--- src/rtl/button_pkg.sv ---
// -----------------------------------------------------------------------------
// button_pkg
// Shared constants and types for the button input conditioning stage.
//   BUTTON_COUNT           : number of board buttons feeding the counter
//   DEBOUNCE_CYCLES_SIM    : short debounce window for simulation
//   DEBOUNCE_CYCLES_BOARD  : 20 ms at 50 MHz
//   REPEAT_*_DEFAULT       : auto-repeat timing used when
//                            BUTTON_CONDITIONER_AUTO_REPEAT_EN is defined
// -----------------------------------------------------------------------------
package button_pkg;

    localparam int BUTTON_COUNT          = 3;
    localparam int DEBOUNCE_CYCLES_SIM   = 4;
    localparam int DEBOUNCE_CYCLES_BOARD = 1_000_000;
    localparam int REPEAT_DELAY_DEFAULT  = 8;
    localparam int REPEAT_PERIOD_DEFAULT = 3;

    // What the debounce counter does on the next edge.
    typedef enum logic [1:0] {
        DB_IDLE   = 2'd0,   // synchronised input agrees with level
        DB_COUNT  = 2'd1,   // disagreement persists, keep counting
        DB_ACCEPT = 2'd2    // disagreement lasted long enough, take it
    } db_action_e;

    function automatic int max_int(input int a, input int b);
        return (a > b) ? a : b;
    endfunction

endpackage

--- src/rtl/debounce_channel.sv ---
// -----------------------------------------------------------------------------
// debounce_channel
// One button channel: 2-flop synchroniser, stable-cycle counter, registered
// debounced level and a registered one-cycle press pulse on each accepted
// 0->1 level change. With BUTTON_CONDITIONER_AUTO_REPEAT_EN defined, a held
// button also produces repeat pulses REPEAT_DELAY cycles after the press and
// every REPEAT_PERIOD cycles thereafter.
// Ports:
//   clk    : clock
//   rst    : synchronous active-high reset
//   button : raw asynchronous button level
//   level  : debounced level
//   press  : one-cycle pulse per accepted press (plus repeats if enabled)
// -----------------------------------------------------------------------------
module debounce_channel
    import button_pkg::*;
#(
    parameter int DEBOUNCE_CYCLES = DEBOUNCE_CYCLES_SIM
`ifdef BUTTON_CONDITIONER_AUTO_REPEAT_EN
    ,
    parameter int REPEAT_DELAY    = REPEAT_DELAY_DEFAULT,
    parameter int REPEAT_PERIOD   = REPEAT_PERIOD_DEFAULT
`endif
) (
    input  logic clk,
    input  logic rst,
    input  logic button,
    output logic level,
    output logic press
);

    localparam int                CNT_W    = $clog2(DEBOUNCE_CYCLES + 1);
    localparam logic [CNT_W-1:0]  CNT_LAST = CNT_W'(DEBOUNCE_CYCLES - 1);

    logic             s1_q, s1_d;
    logic             s2_q, s2_d;
    logic [CNT_W-1:0] cnt_q, cnt_d;
    logic             level_q, level_d;
    logic             level_dly_q, level_dly_d;  // level one cycle late, for edge detect
    logic             press_q, press_d;
    logic             rise;
    db_action_e       action;

`ifdef BUTTON_CONDITIONER_AUTO_REPEAT_EN
    localparam int REP_W = $clog2(max_int(REPEAT_DELAY, REPEAT_PERIOD) + 1);

    logic [REP_W-1:0] rep_q, rep_d;
    // 0: waiting out the initial delay, 1: in the periodic phase
    logic             rep_periodic_q, rep_periodic_d;
    logic [REP_W-1:0] rep_limit;
`endif

    // Counter never passes CNT_LAST: it clears on agreement or on acceptance.
    always_comb begin
        if (s2_q == level_q) begin
            action = DB_IDLE;
        end else if (cnt_q == CNT_LAST) begin
            action = DB_ACCEPT;
        end else begin
            action = DB_COUNT;
        end
    end

    // NOTE: every signal gets a default at the top of the block so no path
    // leaves it unassigned; otherwise synthesis infers a latch.
    always_comb begin
        s1_d        = button;
        s2_d        = s1_q;
        cnt_d       = cnt_q;
        level_d     = level_q;
        level_dly_d = level_q;

        unique case (action)
            DB_IDLE:   cnt_d = '0;
            DB_ACCEPT: begin
                level_d = s2_q;
                cnt_d   = '0;
            end
            default:   cnt_d = cnt_q + CNT_W'(1);
        endcase

        // level_q rose on the previous edge; registering this gives a press
        // one cycle after the level update.
        rise    = level_q & ~level_dly_q;
        press_d = rise;

`ifdef BUTTON_CONDITIONER_AUTO_REPEAT_EN
        rep_d          = rep_q;
        rep_periodic_d = rep_periodic_q;
        rep_limit      = rep_periodic_q ? REP_W'(REPEAT_PERIOD - 1)
                                        : REP_W'(REPEAT_DELAY - 1);
        if (rise) begin
            rep_d          = '0;
            rep_periodic_d = 1'b0;
        end else if (level_q) begin
            // rep_q counts cycles since the last pulse; it is cleared on
            // every pulse so it cannot exceed rep_limit.
            if (rep_q == rep_limit) begin
                press_d        = 1'b1;
                rep_d          = '0;
                rep_periodic_d = 1'b1;
            end else begin
                rep_d = rep_q + REP_W'(1);
            end
        end else begin
            rep_d          = '0;
            rep_periodic_d = 1'b0;
        end
`endif
    end

    // NOTE: state is updated with non-blocking assignments so all flops
    // sample their _d values from before the edge.
    always_ff @(posedge clk) begin
        if (rst) begin
            s1_q        <= 1'b0;
            s2_q        <= 1'b0;
            cnt_q       <= '0;
            level_q     <= 1'b0;
            level_dly_q <= 1'b0;
            press_q     <= 1'b0;
        end else begin
            s1_q        <= s1_d;
            s2_q        <= s2_d;
            cnt_q       <= cnt_d;
            level_q     <= level_d;
            level_dly_q <= level_dly_d;
            press_q     <= press_d;
        end
    end

`ifdef BUTTON_CONDITIONER_AUTO_REPEAT_EN
    always_ff @(posedge clk) begin
        if (rst) begin
            rep_q          <= '0;
            rep_periodic_q <= 1'b0;
        end else begin
            rep_q          <= rep_d;
            rep_periodic_q <= rep_periodic_d;
        end
    end
`endif

    assign level = level_q;
    assign press = press_q;

endmodule

--- src/rtl/button_conditioner.sv ---
// -----------------------------------------------------------------------------
// button_conditioner
// Synchronises and debounces WIDTH independent raw buttons for the press
// counter. Optional auto-repeat: define BUTTON_CONDITIONER_AUTO_REPEAT_EN.
// Ports:
//   clk     : clock (50 MHz on board)
//   rst     : synchronous active-high reset
//   buttons : raw asynchronous button levels, active-high
//   level   : debounced button state
//   press   : one-cycle pulse per accepted press (plus repeats if enabled)
// -----------------------------------------------------------------------------
module button_conditioner
    import button_pkg::*;
#(
    parameter int WIDTH           = BUTTON_COUNT,
    parameter int DEBOUNCE_CYCLES = DEBOUNCE_CYCLES_SIM,
    parameter int REPEAT_DELAY    = REPEAT_DELAY_DEFAULT,
    parameter int REPEAT_PERIOD   = REPEAT_PERIOD_DEFAULT
) (
    input  logic             clk,
    input  logic             rst,
    input  logic [WIDTH-1:0] buttons,
    output logic [WIDTH-1:0] level,
    output logic [WIDTH-1:0] press
);

    if (DEBOUNCE_CYCLES < 1 || REPEAT_DELAY < 1 || REPEAT_PERIOD < 1) begin : g_bad_cfg
        $error("button_conditioner: DEBOUNCE_CYCLES, REPEAT_DELAY and REPEAT_PERIOD must be >= 1");
    end

    for (genvar i = 0; i < WIDTH; i++) begin : g_ch
        debounce_channel #(
            .DEBOUNCE_CYCLES (DEBOUNCE_CYCLES)
`ifdef BUTTON_CONDITIONER_AUTO_REPEAT_EN
            ,
            .REPEAT_DELAY    (REPEAT_DELAY),
            .REPEAT_PERIOD   (REPEAT_PERIOD)
`endif
        ) u_ch (
            .clk    (clk),
            .rst    (rst),
            .button (buttons[i]),
            .level  (level[i]),
            .press  (press[i])
        );
    end

endmodule
--- config.mk ---
export PLATFORM = sky130hd
export DESIGN_NAME = button_conditioner
export DESIGN_NICKNAME = d
export VERILOG_FILES = /design/src/rtl/button_pkg.sv /design/src/rtl/debounce_channel.sv /design/src/rtl/button_conditioner.sv
export SDC_FILE = /design/constraint.sdc
export NUM_CORES = 1
export LEC_CHECK = 0
export CAP_MARGIN = 20
export CORE_ASPECT_RATIO = 0.7
export CORE_UTILIZATION = 35
export CTS_BUF_LIST = sky130_fd_sc_hd__clkbuf_16
export DETAILED_ROUTE_END_ITERATION = 8
export GPL_ROUTABILITY_DRIVEN = 0
export GPL_TIMING_DRIVEN = 0
export PLACE_DENSITY = 0.59
export SYNTH_ARGS = -nofsm -noshare
export SYNTH_HDL_FRONTEND = slang
export SYNTH_SLANG_ARGS = --single-unit
--- constraint.sdc ---
create_clock -name clk -period 1.88 [get_ports clk]
set_input_delay 0.47 -clock clk [delete_from_list [all_inputs] [get_ports clk]]
set_output_delay 0.47 -clock clk [all_outputs]
set_load 0.02 [all_outputs]
==> Flow_metrics.wiki <==
{| class="wikitable"
! Metric !! Value
|-
| CTS Sinks || 24
|-
| Largest incremental delay on the critical path || 590 ps
|-
| Horizontal die dimension || 61.3 um
|-
| Via count of the first global-routing pass || 464
|-
| Antenna violation net count after detailed routing || 0
|-
| Share of synthesized flip-flops with an asynchronous set or reset || 0%
|-
| Unrepaired setup endpoints after global routing || no
|-
| Peak Freq || 0.551 GHz
|-
| Met3 wire length || 40 um
|-
| CP top delay family || buffers and inverters
|-
| Largest fanout of any net on the critical path || 4
|-
| Detailed Routing Iterations Pass 1 || 3
|-
| Fin crit share || 96.6%
|-
| Global route overflow || 0
|-
| Launch instance of the worst min-delay path || g_ch[2].u_ch.level_dly_q$_SDFF_PP0_
|-
| Number of top-level pins || 11
|-
| Crit path required time || 1410 ps
|-
| Quantity of I/O buffers inserted on ports || 10
|-
| Source of the critical timing path || g_ch[0].u_ch.level$_SDFFE_PP0N_
|-
| Resized cells post-CTS || 0
|-
| Height of the chip || 43.5 um
|-
| Critical path capture point type || output pin
|-
| Cell type contributing the most total cell area after synthesis || dfxtp_1
|-
| Number of buffers and inverters on the critical path || 2
|-
| Floorplan core area || 0.00224 sq mm
|-
| Count of final max-slew check failures || 0
|-
| Cell Chain, Critical Path || buf_4 -> clkdlybuf4s50_1
|-
| Cell area after synthesis || 862 sq um
|-
| Startpoint of the worst register-to-register path || g_ch[0].u_ch.cnt_q[0]$_SDFF_PP0_
|-
| Final Hold Viols || 0
|-
| Number of flops mapped to enable cells by yosys || 0
|-
| Clk Latency, worst-skew pair || 250 ps
|-
| Power density relative to cell area || 919 mW/mm^2
|-
| Clock skew after layout || 2.28 ps
|-
| Starting density of the core || 38.4%
|-
| Buffer depth of the longest clock path || 2
|-
| Worst Setup Path Type || flip-flop to output pin
|-
| Violation count after the first detailed-route iteration || 3
|-
| Static leakage || 0.426 nW
|-
| Path depth of the worst reg2reg path || 3
|-
| Post-synthesis sequential area ratio || 55.7%
|-
| Highest metal layer with signal wires || met4
|-
| Fraction of final layout cells sized beyond drive strength 1 || 16.5%
|-
| Kind of path behind the tightest hold check || flip-flop to flip-flop
|-
| Initial antenna violation count || 0
|-
| Area enclosed by the die boundary || 0.00267 sq mm
|-
| Fin Setup TNS || 0 ps
|-
| Number of vias per cell after detailed routing || 4.03
|-
| Clock tree from TritonCTS || yes
|-
| Data arrival, critical path || 1350 ps
|-
| Synth-to-layout area growth || 25.4%
|-
| Crit-path slowest cell || clkdlybuf4s50_1
|-
| Slew HR || 75.9%
|-
| Via count || 472
|-
| Final critical path time including I/O delays and setup || 1820 ps
|-
| Pin count of the biggest net entering global routing || 14
|-
| IR Drop Worst-Case VDD || 0.431 mV
|-
| FF+latch count, synth || 24
|-
| Clk root buf || clkbuf_16
|-
| Register clock-pin slew on the reported worst setup and hold paths || 60 ps
|-
| Number of warnings printed during yosys synthesis || 0
|-
| Total Routing Usage GR || 10.7%
|-
| Worst hold path endpoint || g_ch[2].u_ch.press$_SDFF_PP0_
|-
| CP startpoint kind || flip-flop
|-
| Setup slack of the most critical reg-to-reg path || 750 ps
|-
| Post-synth top cells || dfxtp_1 (24), nor2b_1 (10), buf_4 (6), ha_1 (6), nor4_1 (4)
|-
| Count of max-cap constraint violations || 0
|-
| Ys flop type || dfxtp_1
|-
| Final setup vio count || 0
|-
| Synth Instances || 71
|-
| Met2 layer wire length in the routed design || 475 um
|-
| Post-layout nets || 97
|-
| Cells taking the most area after synthesis || dfxtp_1 (56%), ha_1 (8.7%), nor2b_1 (7.3%)
|-
| Most common cell in the netlist || dfxtp_1
|-
| Total of hold buffers inserted after clock tree synthesis || 0
|-
| Row Count || 14
|-
| Outcome || finished clean
|-
| Post-DP HPWL || 762 um
|-
| First-pass GRT wire length || 1950 um
|-
| Residual DRC || 0
|-
| Synthesized area divided by synthesized cell count || 12.1 sq um
|-
| Reg2Reg Capture Point || g_ch[0].u_ch.cnt_q[1]$_SDFF_PP0_
|-
| Count of buffers added by post-CTS timing repair for setup || 0
|-
| Final routed wire length divided by cell count || 9.00 um
|-
| Final hold slack || 381 ps
|-
| Distinct cells, synth || 14
|-
| Total wire length || 1050 um
|-
| Actual slew at the worst max-slew pin || 359 ps
|-
| Count of inserted antenna diode cells || 0
|-
| Area share of the leading cell type in the synthesized netlist || 55.7%
|-
| Number of cells on the worst hold path || 1
|-
| Metal1 wirelength || 516 um
|-
| Post-synth net total || 82
|-
| # H-tree levels || 1
|-
| CTS Buf Count || 3
|}
[worst max path at each step]
stage	end	slack [ps]	depth (start not counted)
4_1_cts	level[1]	40	2
2_1_floorplan	g_ch[0].u_ch.cnt_q[1]$_SDFF_PP0_	810	3
3_5_place_dp	g_ch[2].u_ch.cnt_q[2]$_SDFF_PP0_	320	4
6_report	level[0]	60	2
5_1_grt	level[2]	8	2
3_3_place_gp	g_ch[1].u_ch.cnt_q[1]$_SDFF_PP0_	330	4
[logic make-up (layout without fill, tap and decap cells)]
family        after synthesis  after routing  share of synthesized area [%]
xor+xnor                    3              3                           3.05
fa+ha+maj                   6              6                           8.71
buf+inv                    11             25                           9.14
flops                      24             24                           55.7
mux                         3              3                           3.48
simple gates               24             24                           19.9
[state kept, by name, summed over array words and instances (netlist names)]
register               count
g_ch.u_ch.cnt_q            9
g_ch.u_ch.s2_q             3
g_ch.u_ch.press            3
g_ch.u_ch.s1_q             3
g_ch.u_ch.level_dly_q      3
g_ch.u_ch.level            3
[per-layer routing]
metal / track usage [%] / vias to the layer above
met5: 0 / -
met4: 6.82 / 0
li1: - / 260
met2: 15.7 / 7
met1: 12.3 / 203
met3: 5.37 / 2
[worst reg2reg max path, stage by stage, from the launching register on]
cell and delay [ps]:
dfxtp_1 320, ha_1 200, ha_1 240, nor4b_1 290
[through the flow]
step           power [mW]  utilization (%)  cell area, sq um  instances  worst slack, ps
3_3_place_gp        0.562             44.7              1000        113              330
2_1_floorplan       0.550                -               862         71              815
3_5_place_dp        0.563             44.7              1000        113              320
6_report            0.993             48.2              1080        117             64.1
4_1_cts              1.01             48.2              1080        117             43.1
5_1_grt              1.04             48.2              1080        117             7.54
[layout by cell type, fill, tap and decap left out]
cell / n
nor4_1: 4
nor4b_2: 1
nor4b_1: 2
ha_1: 6
xnor2_1: 3
clkbuf_16: 3
buf_4: 6
clkinv_1: 1
buf_6: 2
nor2b_1: 10
and2b_1: 2
nor4_2: 2
dfxtp_1: 24
nor2_1: 3
clkdlybuf4s50_1: 10
inv_1: 3
mux2i_1: 3
[power by group]
group	internal (mW)	switching [mW]
combinational	0.0184	0.0128
sequential	0.517	0.00332
clock	0.283	0.159
[layout make-up]
type / count / area (sq um)
sequential: 24 / 480
fill: 219 / 1160
clock buffer: 3 / 75.1
buffer: 8 / 67.6
clock inverter: 1 / 3.75
multi-input combinational: 36 / 303
tap: 32 / 40.0
timing repair buffer: 10 / 100
inverter: 3 / 11.3
Power figures use the tool's default switching activity.
